## src/rtl/exec_sequencer_if.sv

```systemverilog
// Handshake, ALU-control and bus signals between decode, exec_sequencer and the datapath.
// The sequencer connects through the slave modport; its driver uses master.
interface exec_sequencer_if;
    logic       instr_valid;
    logic [5:0] instr_opcode;
    logic       instr_ready;
    logic [5:0] alu_opcode;
    logic       alu_en;
    logic       reg_we;
    logic       reg_we16;
    logic       flag_we;
    logic       bus_req;
    logic       bus_wr;
    logic       bus_io;
    logic       bus_ack;
    logic       busy;
    logic       err_timeout;
    logic       illegal_op;

    modport slave (
        input  instr_valid, instr_opcode, bus_ack,
        output instr_ready, alu_opcode, alu_en, reg_we, reg_we16, flag_we,
               bus_req, bus_wr, bus_io, busy, err_timeout, illegal_op
    );

    modport master (
        output instr_valid, instr_opcode, bus_ack,
        input  instr_ready, alu_opcode, alu_en, reg_we, reg_we16, flag_we,
               bus_req, bus_wr, bus_io, busy, err_timeout, illegal_op
    );
endinterface

```

## src/rtl/exec_sequencer.sv

```systemverilog
// Multi-cycle execute sequencer: ALU enable, DAA two-pass, req/ack bus transactions
// and writeback strobes. Every output is a flop loaded from the next-state decode.
module exec_sequencer #(
    parameter int unsigned TIMEOUT_CYCLES = 16,
    parameter int unsigned TO_W           = 5
) (
    input  logic              clk,
    input  logic              reset_n,
    exec_sequencer_if.slave   sif
);

    typedef enum logic [2:0] {S_IDLE, S_EXEC, S_EXEC2, S_BUS, S_WB} state_t;
    typedef enum logic [2:0] {C_ALU8, C_ALU16, C_LIMM, C_DAA, C_MEM, C_ILL} op_class_t;

    function automatic op_class_t classify(input logic [5:0] op);
        case (op)
            6'h00, 6'h01, 6'h02, 6'h06, 6'h07, 6'h08, 6'h09, 6'h0A, 6'h0B,
            6'h0C, 6'h0D, 6'h0E, 6'h0F, 6'h12, 6'h13, 6'h14, 6'h15, 6'h1A:
                classify = C_ALU8;
            6'h03, 6'h04, 6'h05, 6'h1B: classify = C_ALU16;
            6'h16:                      classify = C_LIMM;
            6'h11:                      classify = C_DAA;
            6'h30, 6'h31, 6'h32, 6'h33: classify = C_MEM;
            default:                    classify = C_ILL;
        endcase
    endfunction

    state_t          state_q, state_d;
    logic [5:0]      alu_opcode_q, alu_opcode_d;
    logic [TO_W-1:0] cnt_q, cnt_d;
    logic            instr_ready_q, instr_ready_d;
    logic            alu_en_q, alu_en_d;
    logic            reg_we_q, reg_we_d;
    logic            reg_we16_q, reg_we16_d;
    logic            flag_we_q, flag_we_d;
    logic            bus_req_q, bus_req_d;
    logic            bus_wr_q, bus_wr_d;
    logic            bus_io_q, bus_io_d;
    logic            busy_q, busy_d;
    logic            err_timeout_q, err_timeout_d;
    logic            illegal_op_q, illegal_op_d;

    op_class_t in_cls, cur_cls;

    always_comb begin
        in_cls        = classify(sif.instr_opcode);
        cur_cls       = classify(alu_opcode_q);
        state_d       = state_q;
        alu_opcode_d  = alu_opcode_q;
        cnt_d         = cnt_q;
        err_timeout_d = 1'b0;
        illegal_op_d  = 1'b0;

        case (state_q)
            S_IDLE: begin
                if (sif.instr_valid && instr_ready_q) begin
                    if (in_cls == C_ILL) begin
                        illegal_op_d = 1'b1;
                    end else begin
                        alu_opcode_d = sif.instr_opcode;
                        state_d      = S_EXEC;
                    end
                end
            end
            S_EXEC: begin
                if (cur_cls == C_DAA) begin
                    state_d = S_EXEC2;
                end else if (cur_cls == C_MEM) begin
                    state_d = S_BUS;
                    cnt_d   = '0;
                end else begin
                    state_d = S_WB;
                end
            end
            S_EXEC2: state_d = S_WB;
            S_BUS: begin
                // An ack on the last allowed cycle takes priority over the timeout.
                if (sif.bus_ack) begin
                    state_d = alu_opcode_q[0] ? S_IDLE : S_WB;
                end else if (cnt_q == TO_W'(TIMEOUT_CYCLES - 1)) begin
                    state_d       = S_IDLE;
                    err_timeout_d = 1'b1;
                end else begin
                    cnt_d = cnt_q + 1'b1;
                end
            end
            S_WB:    state_d = S_IDLE;
            default: state_d = S_IDLE;
        endcase

        // Outputs decoded from the next state so they appear registered in that state.
        instr_ready_d = (state_d == S_IDLE);
        busy_d        = (state_d != S_IDLE);
        alu_en_d      = (state_d == S_EXEC) || (state_d == S_EXEC2);
        bus_req_d     = (state_d == S_BUS);
        bus_wr_d      = (state_d == S_BUS) && alu_opcode_q[0];
        bus_io_d      = (state_d == S_BUS) && alu_opcode_q[1];
        reg_we_d      = (state_d == S_WB) &&
                        (cur_cls == C_ALU8 || cur_cls == C_DAA || cur_cls == C_MEM);
        reg_we16_d    = (state_d == S_WB) && (cur_cls == C_ALU16 || cur_cls == C_LIMM);
        flag_we_d     = (state_d == S_WB) &&
                        (cur_cls == C_ALU8 || cur_cls == C_DAA || cur_cls == C_ALU16);
    end

    always_ff @(posedge clk or negedge reset_n) begin
        if (!reset_n) begin
            state_q       <= S_IDLE;
            alu_opcode_q  <= '0;
            cnt_q         <= '0;
            instr_ready_q <= 1'b1;
            alu_en_q      <= 1'b0;
            reg_we_q      <= 1'b0;
            reg_we16_q    <= 1'b0;
            flag_we_q     <= 1'b0;
            bus_req_q     <= 1'b0;
            bus_wr_q      <= 1'b0;
            bus_io_q      <= 1'b0;
            busy_q        <= 1'b0;
            err_timeout_q <= 1'b0;
            illegal_op_q  <= 1'b0;
        end else begin
            state_q       <= state_d;
            alu_opcode_q  <= alu_opcode_d;
            cnt_q         <= cnt_d;
            instr_ready_q <= instr_ready_d;
            alu_en_q      <= alu_en_d;
            reg_we_q      <= reg_we_d;
            reg_we16_q    <= reg_we16_d;
            flag_we_q     <= flag_we_d;
            bus_req_q     <= bus_req_d;
            bus_wr_q      <= bus_wr_d;
            bus_io_q      <= bus_io_d;
            busy_q        <= busy_d;
            err_timeout_q <= err_timeout_d;
            illegal_op_q  <= illegal_op_d;
        end
    end

    assign sif.instr_ready = instr_ready_q;
    assign sif.alu_opcode  = alu_opcode_q;
    assign sif.alu_en      = alu_en_q;
    assign sif.reg_we      = reg_we_q;
    assign sif.reg_we16    = reg_we16_q;
    assign sif.flag_we     = flag_we_q;
    assign sif.bus_req     = bus_req_q;
    assign sif.bus_wr      = bus_wr_q;
    assign sif.bus_io      = bus_io_q;
    assign sif.busy        = busy_q;
    assign sif.err_timeout = err_timeout_q;
    assign sif.illegal_op  = illegal_op_q;

endmodule

```

## src/flat_wrapper.sv

```systemverilog
// flat-port wrapper written by rule: the top's interface ports become plain ports
module exec_sequencer_flat 
#(
    parameter int unsigned TIMEOUT_CYCLES = 16,
    parameter int unsigned TO_W           = 5
)
  (clk, reset_n, sif_instr_valid, sif_instr_opcode, sif_bus_ack, sif_instr_ready, sif_alu_opcode, sif_alu_en, sif_reg_we, sif_reg_we16, sif_flag_we, sif_bus_req, sif_bus_wr, sif_bus_io, sif_busy, sif_err_timeout, sif_illegal_op);
  exec_sequencer_if sif_i ();
  input  logic clk;
  input  logic reset_n;
  input wire logic [$bits(sif_i.instr_valid)-1:0] sif_instr_valid;
  input wire logic [$bits(sif_i.instr_opcode)-1:0] sif_instr_opcode;
  input wire logic [$bits(sif_i.bus_ack)-1:0] sif_bus_ack;
  output wire logic [$bits(sif_i.instr_ready)-1:0] sif_instr_ready;
  output wire logic [$bits(sif_i.alu_opcode)-1:0] sif_alu_opcode;
  output wire logic [$bits(sif_i.alu_en)-1:0] sif_alu_en;
  output wire logic [$bits(sif_i.reg_we)-1:0] sif_reg_we;
  output wire logic [$bits(sif_i.reg_we16)-1:0] sif_reg_we16;
  output wire logic [$bits(sif_i.flag_we)-1:0] sif_flag_we;
  output wire logic [$bits(sif_i.bus_req)-1:0] sif_bus_req;
  output wire logic [$bits(sif_i.bus_wr)-1:0] sif_bus_wr;
  output wire logic [$bits(sif_i.bus_io)-1:0] sif_bus_io;
  output wire logic [$bits(sif_i.busy)-1:0] sif_busy;
  output wire logic [$bits(sif_i.err_timeout)-1:0] sif_err_timeout;
  output wire logic [$bits(sif_i.illegal_op)-1:0] sif_illegal_op;
  assign sif_i.instr_valid = sif_instr_valid;
  assign sif_i.instr_opcode = sif_instr_opcode;
  assign sif_i.bus_ack = sif_bus_ack;
  assign sif_instr_ready = sif_i.instr_ready;
  assign sif_alu_opcode = sif_i.alu_opcode;
  assign sif_alu_en = sif_i.alu_en;
  assign sif_reg_we = sif_i.reg_we;
  assign sif_reg_we16 = sif_i.reg_we16;
  assign sif_flag_we = sif_i.flag_we;
  assign sif_bus_req = sif_i.bus_req;
  assign sif_bus_wr = sif_i.bus_wr;
  assign sif_bus_io = sif_i.bus_io;
  assign sif_busy = sif_i.busy;
  assign sif_err_timeout = sif_i.err_timeout;
  assign sif_illegal_op = sif_i.illegal_op;
  exec_sequencer #(.TIMEOUT_CYCLES(TIMEOUT_CYCLES), .TO_W(TO_W)) u_core (.clk(clk), .reset_n(reset_n), .sif(sif_i));
endmodule
```

## config.mk

```make
export PLATFORM = sky130hd
export DESIGN_NAME = exec_sequencer_flat
export DESIGN_NICKNAME = d
export VERILOG_FILES = /design/src/rtl/exec_sequencer_if.sv /design/src/rtl/exec_sequencer.sv /design/src/flat_wrapper.sv
export SDC_FILE = /design/constraint.sdc
export NUM_CORES = 1
export LEC_CHECK = 0
export ABC_CLOCK_PERIOD_IN_PS = 4200
export BUFFER_PORTS_ARGS = -buffer_cell sky130_fd_sc_hd__buf_4
export CORE_ASPECT_RATIO = 1.2
export CORE_MARGIN = 2
export CORE_UTILIZATION = 45
export CTS_BUF_LIST = sky130_fd_sc_hd__clkbuf_2 sky130_fd_sc_hd__clkbuf_4 sky130_fd_sc_hd__clkbuf_8
export DETAILED_ROUTE_END_ITERATION = 8
export PLACE_DENSITY = 0.76
export SETUP_SLACK_MARGIN = 0.5
export SYNTH_ARGS = -nofsm -noshare
export SYNTH_HDL_FRONTEND = slang
export SYNTH_SLANG_ARGS = --single-unit
export TNS_END_PERCENT = 20
```

## constraint.sdc

```tcl
create_clock -name clk -period 4.2 [get_ports clk]
set_input_delay 0.42 -clock clk [delete_from_list [all_inputs] [get_ports clk]]
set_output_delay 0.42 -clock clk [all_outputs]
set_load 0.01 [all_outputs]
```

==> impl_metrics.py <==
metrics = {
    "worst_setup_path": {
        "critPathMaxFanout": 8,
        "critPathLaunch": "u_core.cnt_q[0]$_DFFE_PN0P_",
        "cp.arrival_ns": 2.10,
        "crit_path_end_kind": "flip-flop",
        "timing.rr.start": "u_core.cnt_q[0]$_DFFE_PN0P_",
        "worstSetupStartpointType": "flip-flop",
        "worstSetupPathType": "flip-flop to flip-flop",
        "required_ns": 4.39,
    },
    "floorplan": {
        "io_pins": 27,
        "die_x_um": 51.5,
        "core_area_sq_mm": 0.00255,
        "die_h_um": 61.0,
        "initial_core_util": 0.478,
        "rows": 20,
        "die_area_sq_mm": 0.00315,
    },
    "layout": {
        "nNetsFinal": 149,
        "diodes": 0,
        "fillers": 248,
        "fin_area_sq_mm": 0.00148,
        "areaGrowthSynthToFinish_pct": 21.4,
        "largest_reg_flops": 6,
        "drive_above_1_share": 0.338,
        "instances_no_fill": 169,
    },
    "logic_synthesis": {
        "ys_seq_area_frac": 0.514,
        "syn-cell-area_sq_mm": 0.00122,
        "synthCells": 107,
        "yosys_warnings": 0,
        "synth_edf_count": 0,
        "synthArstFlopShare": 1.00,
        "synth_cell_types": 41,
        "synthFlopType": "dfrtp_1",
        "synth_area_per_cell_sq_um": 11.4,
        "ys_seq_elements": 25,
        "synth_nets": 119,
    },
    "placement": {
        "dpl_cell_area_sq_mm": 0.00144,
        "portBuffers": 26,
        "pre_cts_slack_ns": 2.30,
        "place_hpwl_mm": 1.69,
        "place_inst": 164,
        "gp_congestion": 0.744,
    },
    "power_and_ir_drop": {
        "switching_share": 0.360,
        "power.internal_w": 0.000531,
        "leakage_nw": 0.720,
        "p_seq_frac": 0.486,
        "p_comb_frac": 0.387,
        "peakVddDrop_mv": 0.380,
        "p_per_area_mw_per_mm2": 561,
        "switchingPower_w": 0.000299,
        "clockPowerShare": 0.127,
    },
    "timing": {
        "tightest_slew_ns": 0.391,
        "slew_headroom": 0.737,
        "timing.setup.tns_ns": 0,
        "layout_min_cycle_time_ns": 1.91,
        "fmax_ghz": 0.525,
        "timing.final.crit_share": 0.454,
        "setup_viol_count_final": 0,
        "slew_violations": 0,
        "rsz0062_at_grt": "no",
        "hold_ws_ns": 0.326,
        "finalClockSkew_ns": 0.00945,
        "setup_slack_ns": 2.29,
        "finalHoldViolCount": 0,
    },
    "clock_network": {
        "htreeDepth": 1,
        "cts_buffers": 3,
        "cts_resized": 0,
        "path_clk_slew_ns": 0.13,
        "cts_tree": "built",
        "ctsRootBufferMaster": "clkbuf_4",
        "clk_latency_ns": 0.30,
        "clock_path_buffers": 2,
        "cts.sinks": 25,
    },
    "grt": {
        "grt_usage": 0.171,
        "antenna_found_initial": 0,
        "grt_max_degree": 26,
        "grt_pass1_vias": 919,
        "grt_overflow": 0,
        "grt_pass1_wl_mm": 4.04,
    },
    "route": {
        "wire_per_inst_um": 13.2,
        "ant_nets": 0,
        "drt-initial-drc-count": 7,
        "route.detailed.drc": 0,
        "dr.pass1.iters": 4,
        "vias_per_cell": 5.31,
        "drt-total-wl_mm": 2.23,
        "vias": 898,
    },
    "status": {
        "status": "completed",
    },
    "hold_path": {
        "min_from": "sif_instr_opcode[5]",
        "worstHoldPathType": "input port to flip-flop",
    },
    "flow_run": {
        "maxCapViolCount": 0,
    },
}
[repair_timing]
item                                   in CTS  in global routing
hold buffers                                1                  0
endpoints found under the hold margin      24                  0
buffers inserted                            0                  0
[layout make-up]
| type | instances | area [sq um] | share of cell area |
|---|---|---|---|
| clock buffer | 4 | 30.0 | 0.0203 |
| timing repair buffer | 27 | 205 | 0.139 |
| tap | 33 | 41.3 | 0.0279 |
| inverter | 4 | 15.0 | 0.0101 |
| sequential | 25 | 627 | 0.423 |
| multi-input combinational | 76 | 563 | 0.380 |
[power groups by stage]
stage / combinational, W / sequential, W / clock (W)
3_5_place_dp: 0.000323 / 0.000406 / 0
2_1_floorplan: 0.000210 / 0.000394 / 0
3_3_place_gp: 0.000315 / 0.000406 / 0
6_report: 0.000322 / 0.000403 / 0.000105
4_1_cts: 0.000325 / 0.000404 / 0.000112
5_1_grt: 0.000360 / 0.000419 / 0.000120
[per-stage QoR]
step | util | power, W
after floorplan | - | 0.000604
after global placement | 0.565 | 0.000721
after detailed placement | 0.565 | 0.000729
after CTS | 0.580 | 0.000841
after global routing | 0.580 | 0.000899
final | 0.580 | 0.000831
[metal layers]
metal  track usage  part of all wire  vias to the layer above
met1         0.201              0.43                      430
met4        0.0564            0.0063                        0
li1              -                 -                      445
met5             0                 0                        -
met3        0.0267             0.044                        2
met2         0.321              0.52                       21
[cell usage after synthesis (2+ instances only)]
library cell / n / share of area
xor2_1: 2 / 0.014
o22ai_1: 2 / 0.010
inv_1: 4 / 0.012
nand2_1: 5 / 0.015
nand4_1: 2 / 0.010
ha_1: 2 / 0.021
and2_1: 4 / 0.021
and3_1: 4 / 0.021
a21boi_0: 2 / 0.012
or3b_2: 2 / 0.014
o21ai_0: 2 / 0.0082
nand3_1: 3 / 0.012
o31ai_1: 2 / 0.012
nor3_1: 2 / 0.0082
or3_1: 2 / 0.010
nand2b_1: 5 / 0.026
nor2b_1: 2 / 0.010
dfrtp_1: 24 / 0.49
nor2_1: 7 / 0.022
a21oi_1: 3 / 0.012
mux2_2: 6 / 0.055
[worst max-delay path, cell delays in order (launching register included)]
cell and delay [ns]:
dfrtp_1 0.41, ha_1 0.17, and3_1 0.15, ha_1 0.15, inv_1 0.09, a32o_2 0.30, nand2b_4 0.16, or3_1 0.35
[cells by family (layout without fill, tap and decap cells)]
| family | Yosys count | count (layout) | synth area share |
|---|---|---|---|
| and+or+nand+nor | 47 | 47 | 0.256 |
| DFF | 25 | 25 | 0.514 |
| AOI/OAI and AO/OA | 18 | 18 | 0.107 |
| muxes | 7 | 7 | 0.0636 |
| buffers and inverters | 6 | 35 | 0.0246 |
| adders and majority gates | 2 | 2 | 0.0205 |
| xor gates and xnor gates | 2 | 2 | 0.0144 |
[placed cells by master, fill, tap and decap left out, drive strengths merged, types with 2 or more instances in the layout]
cell	netlist	routed
or3	2	2
nor3	3	3
nor2	7	7
and3	4	4
o31ai	2	2
mux2	6	6
o22ai	2	2
buf	1	26
or3b	2	2
nand4	2	2
nand3	3	3
o21ai	3	3
clkbuf	1	4
nor2b	2	2
and2	5	5
nand2b	6	6
nand2	5	5
a21boi	2	2
a21oi	3	3
inv	4	4
dfrtp	24	24
xor2	2	2
ha	2	2
[worst paths after layout]
check                                                        end  slack (ns)  depth (start not counted)
worst max-delay path                   u_core.sif.busy$_DFF_PN0_        2.29                          7
worst min-delay path             u_core.sif.illegal_op$_DFF_PN0_        0.33                          2
worst max register to register         u_core.sif.busy$_DFF_PN0_        2.29                          7
worst min register to register       u_core.cnt_q[0]$_DFFE_PN0P_        0.53                          1
max in group asynchronous       u_core.sif.instr_ready$_DFF_PN1_        3.37                          2
min in group asynchronous            u_core.cnt_q[4]$_DFFE_PN0P_        0.54                          2
(Power assumes the default switching activity.)
